**src/rtl/debounce_strobe.sv**
```systemverilog
// debounce_strobe: synchronizes a raw asynchronous input, qualifies each candidate
// transition with a stability counter, and produces a clean registered level (d),
// a one-cycle registered strobe (e) and a qualification-in-progress flag (busy).
// Optional feature macro: DEBOUNCE_BOTH_EDGES_EN (strobe on falling transitions too).
module debounce_strobe #(
  parameter int unsigned SYNC_STAGES = 2,
  parameter int unsigned STABLE_CNT  = 10,
  parameter int unsigned CNT_W       = 4,
  parameter logic        RST_VAL     = 1'b0
) (
  input  logic clk,
  input  logic rst_n,
  input  logic din,
  output logic d,
  output logic e,
  output logic busy
);

  typedef enum logic {
    IDLE  = 1'b0,
    CHECK = 1'b1
  } state_t;

  localparam logic [CNT_W-1:0] LAST_CNT = CNT_W'(STABLE_CNT - 1);

  if ((SYNC_STAGES < 2) || (SYNC_STAGES > 4)) begin : g_bad_sync
    $error("debounce_strobe: SYNC_STAGES must be in 2..4");
  end
  if ((STABLE_CNT < 1) || (64'(STABLE_CNT) > (64'd1 << CNT_W))) begin : g_bad_cnt
    $error("debounce_strobe: STABLE_CNT must be in 1..2**CNT_W");
  end

  state_t                 state_q, state_d;
  logic [SYNC_STAGES-1:0] sync_q, sync_d;
  logic [CNT_W-1:0]       cnt_q, cnt_d;
  logic                   d_q, d_d;
  logic                   e_q, e_d;
  logic                   busy_q, busy_d;
  logic                   sync_out;
  logic                   diff;
  logic                   strobe;

  assign sync_out = sync_q[SYNC_STAGES-1];
  assign diff     = (sync_out != d_q);

`ifdef DEBOUNCE_BOTH_EDGES_EN
  assign strobe = 1'b1;
`else
  assign strobe = sync_out;
`endif

  // Next-state: synchronizer shift, stability counting and qualification.
  always_comb begin
    sync_d  = {sync_q[SYNC_STAGES-2:0], din};
    state_d = state_q;
    cnt_d   = cnt_q;
    d_d     = d_q;
    e_d     = 1'b0;
    case (state_q)
      IDLE: begin
        if (diff) begin
          if (STABLE_CNT == 1) begin
            d_d = sync_out;
            e_d = strobe;
          end else begin
            state_d = CHECK;
            cnt_d   = CNT_W'(1);
          end
        end
      end
      CHECK: begin
        if (!diff) begin
          state_d = IDLE;
          cnt_d   = '0;
        end else if (cnt_q == LAST_CNT) begin
          d_d     = sync_out;
          e_d     = strobe;
          cnt_d   = '0;
          state_d = IDLE;
        end else begin
          cnt_d = cnt_q + CNT_W'(1);
        end
      end
      default: begin
        state_d = IDLE;
        cnt_d   = '0;
      end
    endcase
    busy_d = (state_d == CHECK);
  end

  // State and registered outputs; async reset discards any candidate in flight.
  always_ff @(posedge clk or negedge rst_n) begin
    if (!rst_n) begin
      sync_q  <= {SYNC_STAGES{RST_VAL}};
      state_q <= IDLE;
      cnt_q   <= '0;
      d_q     <= RST_VAL;
      e_q     <= 1'b0;
      busy_q  <= 1'b0;
    end else begin
      sync_q  <= sync_d;
      state_q <= state_d;
      cnt_q   <= cnt_d;
      d_q     <= d_d;
      e_q     <= e_d;
      busy_q  <= busy_d;
    end
  end

  assign d    = d_q;
  assign e    = e_q;
  assign busy = busy_q;

endmodule

```
**config.mk**
```make
export PLATFORM = sky130hd
export DESIGN_NAME = debounce_strobe
export DESIGN_NICKNAME = d
export VERILOG_FILES = /design/src/rtl/debounce_strobe.sv
export SDC_FILE = /design/constraint.sdc
export NUM_CORES = 1
export LEC_CHECK = 0
export ABC_AREA = 1
export ABC_CLOCK_PERIOD_IN_PS = 1400
export BUFFER_PORTS_ARGS = -buffer_cell sky130_fd_sc_hd__buf_2
export CAP_MARGIN = 25
export CORE_AREA = 2 2 39 41
export DETAILED_ROUTE_END_ITERATION = 6
export DIE_AREA = 0 0 41 43
export GPL_TIMING_DRIVEN = 0
export PLACE_DENSITY = 0.48
export SKIP_CTS_REPAIR_TIMING = 1
export SYNTH_ARGS = -nofsm -noshare
export SYNTH_HDL_FRONTEND = slang
export SYNTH_SLANG_ARGS = --single-unit
```
**constraint.sdc**
```tcl
create_clock -name clk -period 1.4 [get_ports clk]
set_clock_uncertainty 0.15 [all_clocks]
set_input_delay 0.28 -clock clk [delete_from_list [all_inputs] [get_ports clk]]
set_output_delay 0.28 -clock clk [all_outputs]
set_load 0.005 [all_outputs]
```
==> results.cfg <==
[run_status]
status = completed

[setup_path]
path_cells = buf_2
worst_path_max_delay_cell = dfrtp_1
path_buf_inv = 1
cp.required_ns = 0.97
cp-start-kind = flop
critPathKind = flop to output pin
cp_data_arrival_time_ns = 0.87
cp-end-kind = output pin
critical_path.max_fanout = 5
crit_family = flip-flops
crit_path_max_incr_delay_ns = 0.46

[clocking]
htreeDepth = 1
clock-sinks = 9
cts_tree = yes
cts.clk_slew.worst_paths_ns = 0.06
numCtsBuffers = 3
max-clock-path-buffers = 2
insertion_delay_ns = 0.26
cts-root-buf = clkbuf_4

[flow_run]
drv_cap = 0

[synthesis]
syn_nets = 56
avgSynthCellArea_um2 = 8.86
syn_area_um2 = 452
yosysWarningCount = 0
synthCells = 51
ys_seq_area_frac = 0.499
synth_cell_types = 17
ys_seq_elements = 9

[finish]
area_growth_pct = 20.5
fillers = 145
final_common_cell = nand2_1
final_util = 0.393
final_cell_mix = 17 x nand2_1, 9 x dfrtp_1, 6 x inv_1
diodes = 0
layout.nets = 68
drive_above_1_share = 0.306

[power_and_ir_drop]
power_uw = 550
clkPwrFrac = 0.356
ir_drop_uv = 418
pwr-share-comb = 0.114
internal_power_uw = 407
power_density_nw_per_um2 = 1010
seqPwrFrac = 0.530
p_sw_frac = 0.260
p_switching_uw = 143
p_leak_uw = 0.000305

[placed_design]
place_hpwl_um = 566
routabilityCongestion = 0.641
io_buffer_count = 5

[global_route]
grt_usage = 0.110
antenna_found_initial = 0
grt_pass1_vias = 284
grt_pass1_wl_um = 1210
grt-ovfl-total = 0
grt_max_degree = 10

[drt]
first_pass_iters = 1
vias = 323
drt_iter0_drc = 0
drt_wl_total_um = 720
vias_per_cell = 4.14
ant_nets = 0
drc = 0
wire_per_inst_um = 9.23

[sta]
hold_viol = 0
relSlewSlack = 0.853
tns_ns = 0
setup_viol = 0
period_minus_slack_ns = 1.30
slew_violations = 0
rsz0062_at_grt = false
min_period_over_period = 0.931
timing.fmax_ghz = 0.768
tightestPinTransition_ns = 0.220

[floorplanning]
die_x_um = 41
rows = 14
dieHeight_um = 43
num_io_pins = 6
initial_utilization = 0.326
core_um2 = 1380
dieArea_um2 = 1760

[hold_path]
worstHoldPathType = flop to flop
## power by group through the flow
stage	logic, uW	clock network, uW	registers [uW]
floorplan	43.4	0	293
global placement	59.7	0	296
detailed placement	59.7	0	297
CTS	60.4	207	291
global route	74.7	226	293
finish	62.6	196	292
## cells by family (layout without fill, tap and decap cells)
logic type,after synthesis,after routing,share of synthesized area
buffers and inverters,8,19,0.0665
xor gates and xnor gates,1,1,0.0194
adders and majority gates,2,2,0.0554
DFF,9,9,0.499
and+or+nand+nor,29,29,0.332
AOI/OAI and AO/OA,2,2,0.0277
## worst register-to-register path: stages (launching register included)
cell and delay [ns]:
dfrtp_1 0.42, inv_1 0.07, ha_1 0.19, nand4_2 0.17, a21boi_1 0.17
## Yosys cell counts
master / number / share of area
dfrtp_1: 9 / 0.50
nand3_1: 1 / 0.011
nand4_2: 1 / 0.028
ha_1: 2 / 0.055
nand4_1: 1 / 0.014
inv_1: 6 / 0.050
nor2_4: 1 / 0.025
nand2_1: 17 / 0.14
o21ai_1: 1 / 0.011
xor2_1: 1 / 0.019
inv_2: 2 / 0.017
nor2_2: 1 / 0.014
a21boi_1: 1 / 0.017
nand2_2: 4 / 0.055
or2_1: 1 / 0.014
nand3_2: 1 / 0.022
nor2_1: 1 / 0.0083
## routing by layer
metal / up-vias / GRT usage / wire length [um]
met2: 3 / 0.119 / 327
li1: 175 / - / -
met4: 0 / 0.120 / 8
met1: 143 / 0.155 / 367
met5: - / 0 / 0
met3: 2 / 0.0314 / 17
## area by class of cell
cell class / count / area (um^2) / area share
clock buffer: 3 / 22.5 / 0.0414
clock inverter: 1 / 5.00 / 0.00920
inverter: 8 / 30.0 / 0.0552
multi-input combinational: 34 / 196 / 0.361
sequential: 9 / 225 / 0.414
tap: 16 / 20.0 / 0.0368
timing repair buffer: 7 / 45.0 / 0.0828
## sequential cells by signal (all words and copies together), names as in the netlist
register / count
e: 1
cnt_q: 4
sync_q: 2
busy: 1
d: 1
## final timing paths
path / from / endpoint / slack (ns) / cells past startpoint
worst min-delay path: sync_q[0] / sync_q[1] / 0.20 / 0
max in group asynchronous: rst_n / cnt_q[2] / 0.68 / 2
worst max-delay path: busy / busy / 0.1 / 1
worst min register to register: sync_q[0] / sync_q[1] / 0.20 / 0
worst max register to register: cnt_q[1] / cnt_q[0] / 0.12 / 4
min in group asynchronous: rst_n / d / 0.24 / 2
## metrics by stage
| step | worst slack (ns) | hold WS [ns] | cell area [um^2] | cells |
|---|---|---|---|---|
| 6_report | 0.0972 | 0.201 | 544 | 78 |
| 5_1_grt | 0.0478 | 0.232 | 544 | 78 |
| 4_1_cts | 0.0836 | -0.298 | 524 | 76 |
| 3_5_place_dp | 0.122 | -0.00837 | 497 | 72 |
| 3_3_place_gp | 0.123 | -0.0116 | 497 | 72 |
| 2_1_floorplan | 0.212 | -0.166 | 452 | 51 |
Power figures use the tool's default switching activity.
